[config.mk]
export PLATFORM = sky130hd
export DESIGN_NAME = lit1
export DESIGN_NICKNAME = d
export VERILOG_FILES = /design/src/rtl/lit1_pkg.sv /design/src/rtl/lit1.sv
export SDC_FILE = /design/constraint.sdc
export NUM_CORES = 1
export LEC_CHECK = 0
export CAP_MARGIN = 15
export CORE_AREA = 2 2 39 41
export CTS_BUF_LIST = sky130_fd_sc_hd__clkbuf_8
export DETAILED_ROUTE_END_ITERATION = 16
export DIE_AREA = 0 0 41 43
export SLEW_MARGIN = 5
export SYNTH_ARGS = -nofsm -noshare
export SYNTH_HDL_FRONTEND = slang
export SYNTH_SLANG_ARGS = --single-unit
[constraint.sdc]
create_clock -name clk -period 0.96 [get_ports clk]
set_input_delay 0.096 -clock clk [delete_from_list [all_inputs] [get_ports clk]]
set_output_delay 0.096 -clock clk [all_outputs]
set_load 0.005 [all_outputs]
[src/rtl/lit1_pkg.sv]
// -----------------------------------------------------------------------------
// lit1_pkg -- shared definitions for the clause-cell literal slices.
//
// The value codes are used for the variable value bus and for the stored
// literal polarity. The count codes are used on the free-literal chain that
// runs through the cells of one clause.
//   val_e : FREE / FALSE / TRUE / CONFLICT
//   cnt_e : ZERO / ONE / MANY (2'b10 on the chain is also read as "two or more")
// -----------------------------------------------------------------------------
package lit1_pkg;

  typedef enum logic [1:0] {
    FREE     = 2'b00,
    FALSE    = 2'b01,
    TRUE     = 2'b10,
    CONFLICT = 2'b11
  } val_e;

  typedef enum logic [1:0] {
    ZERO = 2'b00,
    ONE  = 2'b01,
    MANY = 2'b11
  } cnt_e;

  // A literal exists in the clause only with a definite polarity.
  function automatic logic is_present(input logic [1:0] pol);
    return (pol == FALSE) || (pol == TRUE);
  endfunction

endpackage : lit1_pkg

[src/rtl/lit1.sv]
// -----------------------------------------------------------------------------
// lit1 -- one literal slot of a clause cell.
//
// Stores the literal polarity (pol) and derives, combinationally from the
// variable value and pol, whether the literal satisfies the clause, whether
// it is still free, the implication to drive back onto the variable, and its
// part in a clause conflict. Free literals are counted along a saturating
// two-bit chain (freelitcnt_pre -> freelitcnt_next).
//
// Ports:
//   clk              clock, all state on the rising edge
//   rst              synchronous active-high reset, clears pol
//   wr_i             load pol from var_value_i[2:1]
//   var_value_i[2:0] [2:1] variable value code, [0] implied flag
//   var_value_o[2:0] implication drive ({pol,1}), 3'b000 when idle (wired-OR)
//   freelitcnt_pre   free-literal count from the upstream cell
//   freelitcnt_next  free-literal count to the downstream cell
//   imp_drv_i        clause asks this literal to imply its value
//   conflict_c_o     literal takes part in the clause conflict
//   conflict_c_drv_i clause is in conflict
//   clausesat_o      literal satisfies the clause
//
// Configuration: define LIT1_CONFLICT_EN to enable conflict_c_o; otherwise
// it is tied low and conflict_c_drv_i is unused.
// -----------------------------------------------------------------------------
module lit1
  import lit1_pkg::*;
(
  input  logic       clk,
  input  logic       rst,
  input  logic       wr_i,
  input  logic [2:0] var_value_i,
  output logic [2:0] var_value_o,
  input  logic [1:0] freelitcnt_pre,
  output logic [1:0] freelitcnt_next,
  input  logic       imp_drv_i,
  output logic       conflict_c_o,
  input  logic       conflict_c_drv_i,
  output logic       clausesat_o
);

  logic [1:0] pol_q, pol_d;
  logic [1:0] var_code;
  logic       present;
  logic       lit_true;
  logic       lit_free;

  assign var_code = var_value_i[2:1];

  always_comb begin
    pol_d = pol_q;
    if (wr_i) pol_d = var_code;
  end

  // NOTE: state uses non-blocking assignments so every flop samples the
  // pre-edge values; the reset branch is listed first so it overrides wr_i.
  always_ff @(posedge clk) begin
    if (rst) pol_q <= FREE;
    else     pol_q <= pol_d;
  end

  // NOTE: every signal written here gets a default first, so no path leaves
  // it unassigned and no latch is inferred.
  always_comb begin
    present         = is_present(pol_q);
    lit_true        = present && ((var_code == FALSE) || (var_code == TRUE))
                      && (var_code == pol_q);
    lit_free        = present && (var_code == FREE);
    freelitcnt_next = freelitcnt_pre;
    var_value_o     = 3'b000;
    // A free literal bumps the chain; 2'b10 and 2'b11 both mean "two or more".
    if (lit_free) freelitcnt_next = (freelitcnt_pre == ZERO) ? ONE : MANY;
    if (imp_drv_i && lit_free) var_value_o = {pol_q, 1'b1};
  end

  assign clausesat_o = lit_true;

`ifdef LIT1_CONFLICT_EN
  assign conflict_c_o = conflict_c_drv_i && present && (var_code != FREE);
`else
  logic unused_conflict_drv;
  assign unused_conflict_drv = conflict_c_drv_i;
  assign conflict_c_o        = 1'b0;
`endif

endmodule : lit1

Word-level counts from Yosys, hierarchy flattened
Cells that the tools add are included.
{"block": "totals", "ff_bits": 2, "in_bits": 10, "word_cells": 17}
{"block": "op_classes", "eq_ne": 5, "muxes": 3, "reduce_logical": 8}
{"op": "$eq 2x1->1 const B", "count": 2}
{"op": "$eq 2x2->1 const B", "count": 2}
{"op": "$logic_and 1x1->1", "count": 4}
{"op": "$logic_not 2->1", "count": 2}
{"op": "$mux 2", "count": 2}
{"op": "$mux 3", "count": 1}
{"op": "$eq 2x2->1", "count": 1}
{"op": "$logic_or 1x1->1", "count": 2}

Longest topological paths before layout
{"block": "logic_depth", "ltp_word": 5, "ltp_mapped": 4, "ltp_nobuf": 4}

Least setup slack after synthesis
OpenSTA, ideal clock, no wires.
{"block": "synth_timing", "path_kind": "register -> output", "startpoint": "register pol_q[1]", "endpoint": "output clausesat_o", "arrival_time_ps": 780, "required_time_ps": 864, "path_slack_ps": 84, "stages_incl_launch_ff": 3, "path_buffers": 0, "cell_sequence": "dfxtp_1 > and4bb_2 > o21a_1"}
{"block": "synth_between", "elab_chain_len": 4}
{"item": "from (decl)", "line": "lit1.sv:42", "text": "logic [1:0] pol_q, pol_d;"}
{"item": "from (signal assigned)", "line": "lit1.sv:59", "text": "else pol_q <= pol_d;"}
{"item": "$eq 2x1->1 or $eq 2x2->1 (tied branches)", "line": "lit1_pkg.sv:27", "text": "return (pol == FALSE) || (pol == TRUE);"}
{"item": "$logic_or 1x1->1", "line": "lit1_pkg.sv:27"}
{"item": "$logic_and 1x1->1", "line": "lit1.sv:66", "text": "lit_true = present && ((var_code == FALSE) || (var_code == TRUE))"}
{"item": "$logic_and 1x1->1 *", "line": "lit1.sv:67", "text": "&& (var_code == pol_q);"}
{"item": "to (decl)", "line": "lit1.sv:39", "text": "output logic clausesat_o"}
Every way passes the cells marked *; elsewhere a longest branch is shown, timed or not.

Final worst setup path
{"block": "layout_timing", "startpoint": "register pol_q[0]", "endpoint": "output clausesat_o"}
The elaborated chain is that of the path after synthesis.

==> impl_metrics.env <==
export IMPL_fin_cells=56
export IMPL_start_util_pct=13.4
export IMPL_largest_reg_flops=2
export IMPL_reg_largest_list="pol_q (2)"
export IMPL_grt_pass1_wl_mm=1.04
export IMPL_cts_root_buf="clkbuf_8"
export IMPL_grtUsageTotal_pct=9.13
export IMPL_start_kind="register"
export IMPL_syn_inst=21
export IMPL_period_share_pct=122
export IMPL_yosysTopAreaCellShare_pct=21.6
export IMPL_design_area_um2=418
export IMPL_seq_area_frac_synth_pct=21.6
export IMPL_grt_max_degree=6
export IMPL_rsz0062_at_grt="true"
export IMPL_synth_ff_latch_count=2
export IMPL_drv_slew=0
export IMPL_die_h_um=43
export IMPL_die_w_um=41
export IMPL_postCtsHoldBufs=0
export IMPL_drt_initial_drc_count=0
export IMPL_min_period_ps=1170
export IMPL_grt_antenna_before_repair=0
export IMPL_drtPass1Iterations=1
export IMPL_place_inst=53
export IMPL_portBuffers=13
export IMPL_path_class="register to output port"
export IMPL_synth_nets=32
export IMPL_min_path_type="input pin to register"
export IMPL_grt_pass1_vias=248
export IMPL_largest_register="pol_q"
export IMPL_clk_pin_slew_ps=30
export IMPL_synth_edf_count=0
export IMPL_hold_path_depth=4
export IMPL_max_freq_ghz=0.852
export IMPL_cts_inserted_buffers=3
export IMPL_ant_nets=0
export IMPL_end_kind="output port"
export IMPL_fin_ws_ps=-214
export IMPL_power_leakage_nw=0.209
export IMPL_cts_tree="done"
export IMPL_area_growth_pct=126
export IMPL_post_cts_buffers=0
export IMPL_synth_distinct_cells=15
export IMPL_setup_viol=6
export IMPL_syn_area_per_cell_um2=8.82
export IMPL_vias=217
export IMPL_route_detailed_drc=0
export IMPL_p_per_area_mw_per_mm2=1270
export IMPL_cts_sinks=2
export IMPL_hold_viol=0
export IMPL_hold_slack_ps=396
export IMPL_wl_per_cell_um=9.20
export IMPL_status="complete, but fails checks"
export IMPL_routed_wirelength_um=515
export IMPL_n_antenna_cell=0
export IMPL_die_area_mm2=0.00176
export IMPL_finClkSkew_ps=0
export IMPL_ys_top_cells_by_area="dfxtp_1, and4bb_2, mux2i_1, nor3b_1, ha_1"
export IMPL_gp_congestion=0.610
export IMPL_clk_latency_ps=210
export IMPL_dp_hpwl_um=371
export IMPL_core_mm2=0.00138
export IMPL_placementRows=14
export IMPL_yosys_warnings=0
export IMPL_syn_area_um2=185
export IMPL_top_level_ports=17
export IMPL_grt_overflow_total=0
export IMPL_crit_path_max_fanout=5
export IMPL_htree_levels=1
export IMPL_violations="negative setup slack"
export IMPL_dpl_instance_area_um2=358
export IMPL_layout_nets=53
export IMPL_synthArstFlopShare_pct=0
export IMPL_worstRegToRegCells=2
export IMPL_peakVddDrop_mv=0.636
export IMPL_layout_drive_gt1_share_pct=62.5
export IMPL_worstPathRequired_ps=860
export IMPL_via_per_inst=3.88
export IMPL_worstPathArrival_ps=1080
export IMPL_clock_path_buffers=2
export IMPL_yosysTopAreaCell="dfxtp_1"
export IMPL_maxCapViolCount=0
export IMPL_synth_main_ff_cell="dfxtp_1"
power breakdown:
| part | switching (mW) | total [mW] | internal, mW |
|---|---|---|---|
| clock | 0.0672 | 0.332 | 0.265 |
| combinational | 0.0371 | 0.104 | 0.0671 |
| sequential | 0.00855 | 0.0957 | 0.0871 |
| total | 0.113 | 0.532 | 0.419 |
cell usage in the layout (no fill, tap or decap):
cell type	Yosys	final
a21o_2	1	1
a31o_1	1	1
and2b_2	1	1
and4bb_2	2	2
buf_2	0	6
buf_4	1	3
buf_6	0	1
clkbuf_8	0	3
clkdlybuf4s50_1	0	4
conb_1	1	1
dfxtp_4	0	2
dlygate4sd2_1	0	2
dlymetal6s2s_1	0	1
ha_4	0	1
inv_1	2	1
inv_2	0	1
mux2i_1	2	2
nand2_4	0	1
nor2_1	2	2
nor3b_2	0	2
o21a_1	1	1
xor2_2	0	1
through the flow:
step                      total power [mW]  utilization, %  worst slack, ps  setup TNS, ps
after floorplan                      0.132               -             83.9              0
after global placement               0.197            25.9             -731          -4120
after detailed placement             0.198            25.9             -733          -4110
after CTS                            0.534            28.7             -224           -993
after global routing                 0.574            30.2             -269          -1210
final                                0.532            30.2             -214           -947
worst paths after layout:
| path | end | slack (ps) | from |
|---|---|---|---|
| hold reg to reg | pol_q[1]$_SDFFE_PP0P_ | 540 | pol_q[1]$_SDFFE_PP0P_ |
| hold / removal | pol_q[0]$_SDFFE_PP0P_ | 400 | var_value_i[1] |
| setup reg to reg | pol_q[1]$_SDFFE_PP0P_ | 320 | pol_q[1]$_SDFFE_PP0P_ |
| setup / recovery | clausesat_o | -210 | pol_q[0]$_SDFFE_PP0P_ |
cell families after synthesis:
logic type                 after synthesis  share of synthesized area [%]
AOI/OAI and AO/OA                        3                           13.5
xor gates and xnor gates                 1                           4.73
adders and majority gates                1                           6.76
buffers and inverters                    3                           8.11
DFF                                      2                           21.6
muxes                                    2                           10.8
other                                    1                           2.03
and+or+nand+nor                          8                           32.4
repair_timing:
action / CTS / global route
pin swaps: 5 / 1
setup endpoints to repair: 6 / 6
gates resized for setup: 35 / 5
worst max-delay path, stage by stage, from the launching register on:
cell and delay [ps]:
dfxtp_4 370, and4bb_2 220, o21a_1 160, buf_2 120
layer usage:
layer	wire, um	track usage [%]	part of all wire (%)	vias to the layer above
li1	-	-	-	109
met1	204	9.62	40	93
met2	239	13.4	46	13
met3	55	3.14	11	2
met4	16	8.00	3.1	0
met5	0	0	0	-
area by class of cell:
class / count / area, um^2
fillers: 158 / 966
multi-input cells: 16 / 168
repair buffers: 17 / 134
flip-flops and latches: 2 / 47.5
clock buffers: 3 / 41.3
well taps: 16 / 20.0
inverters: 2 / 7.51
No activity file was read; power rests on OpenSTA's default activity.
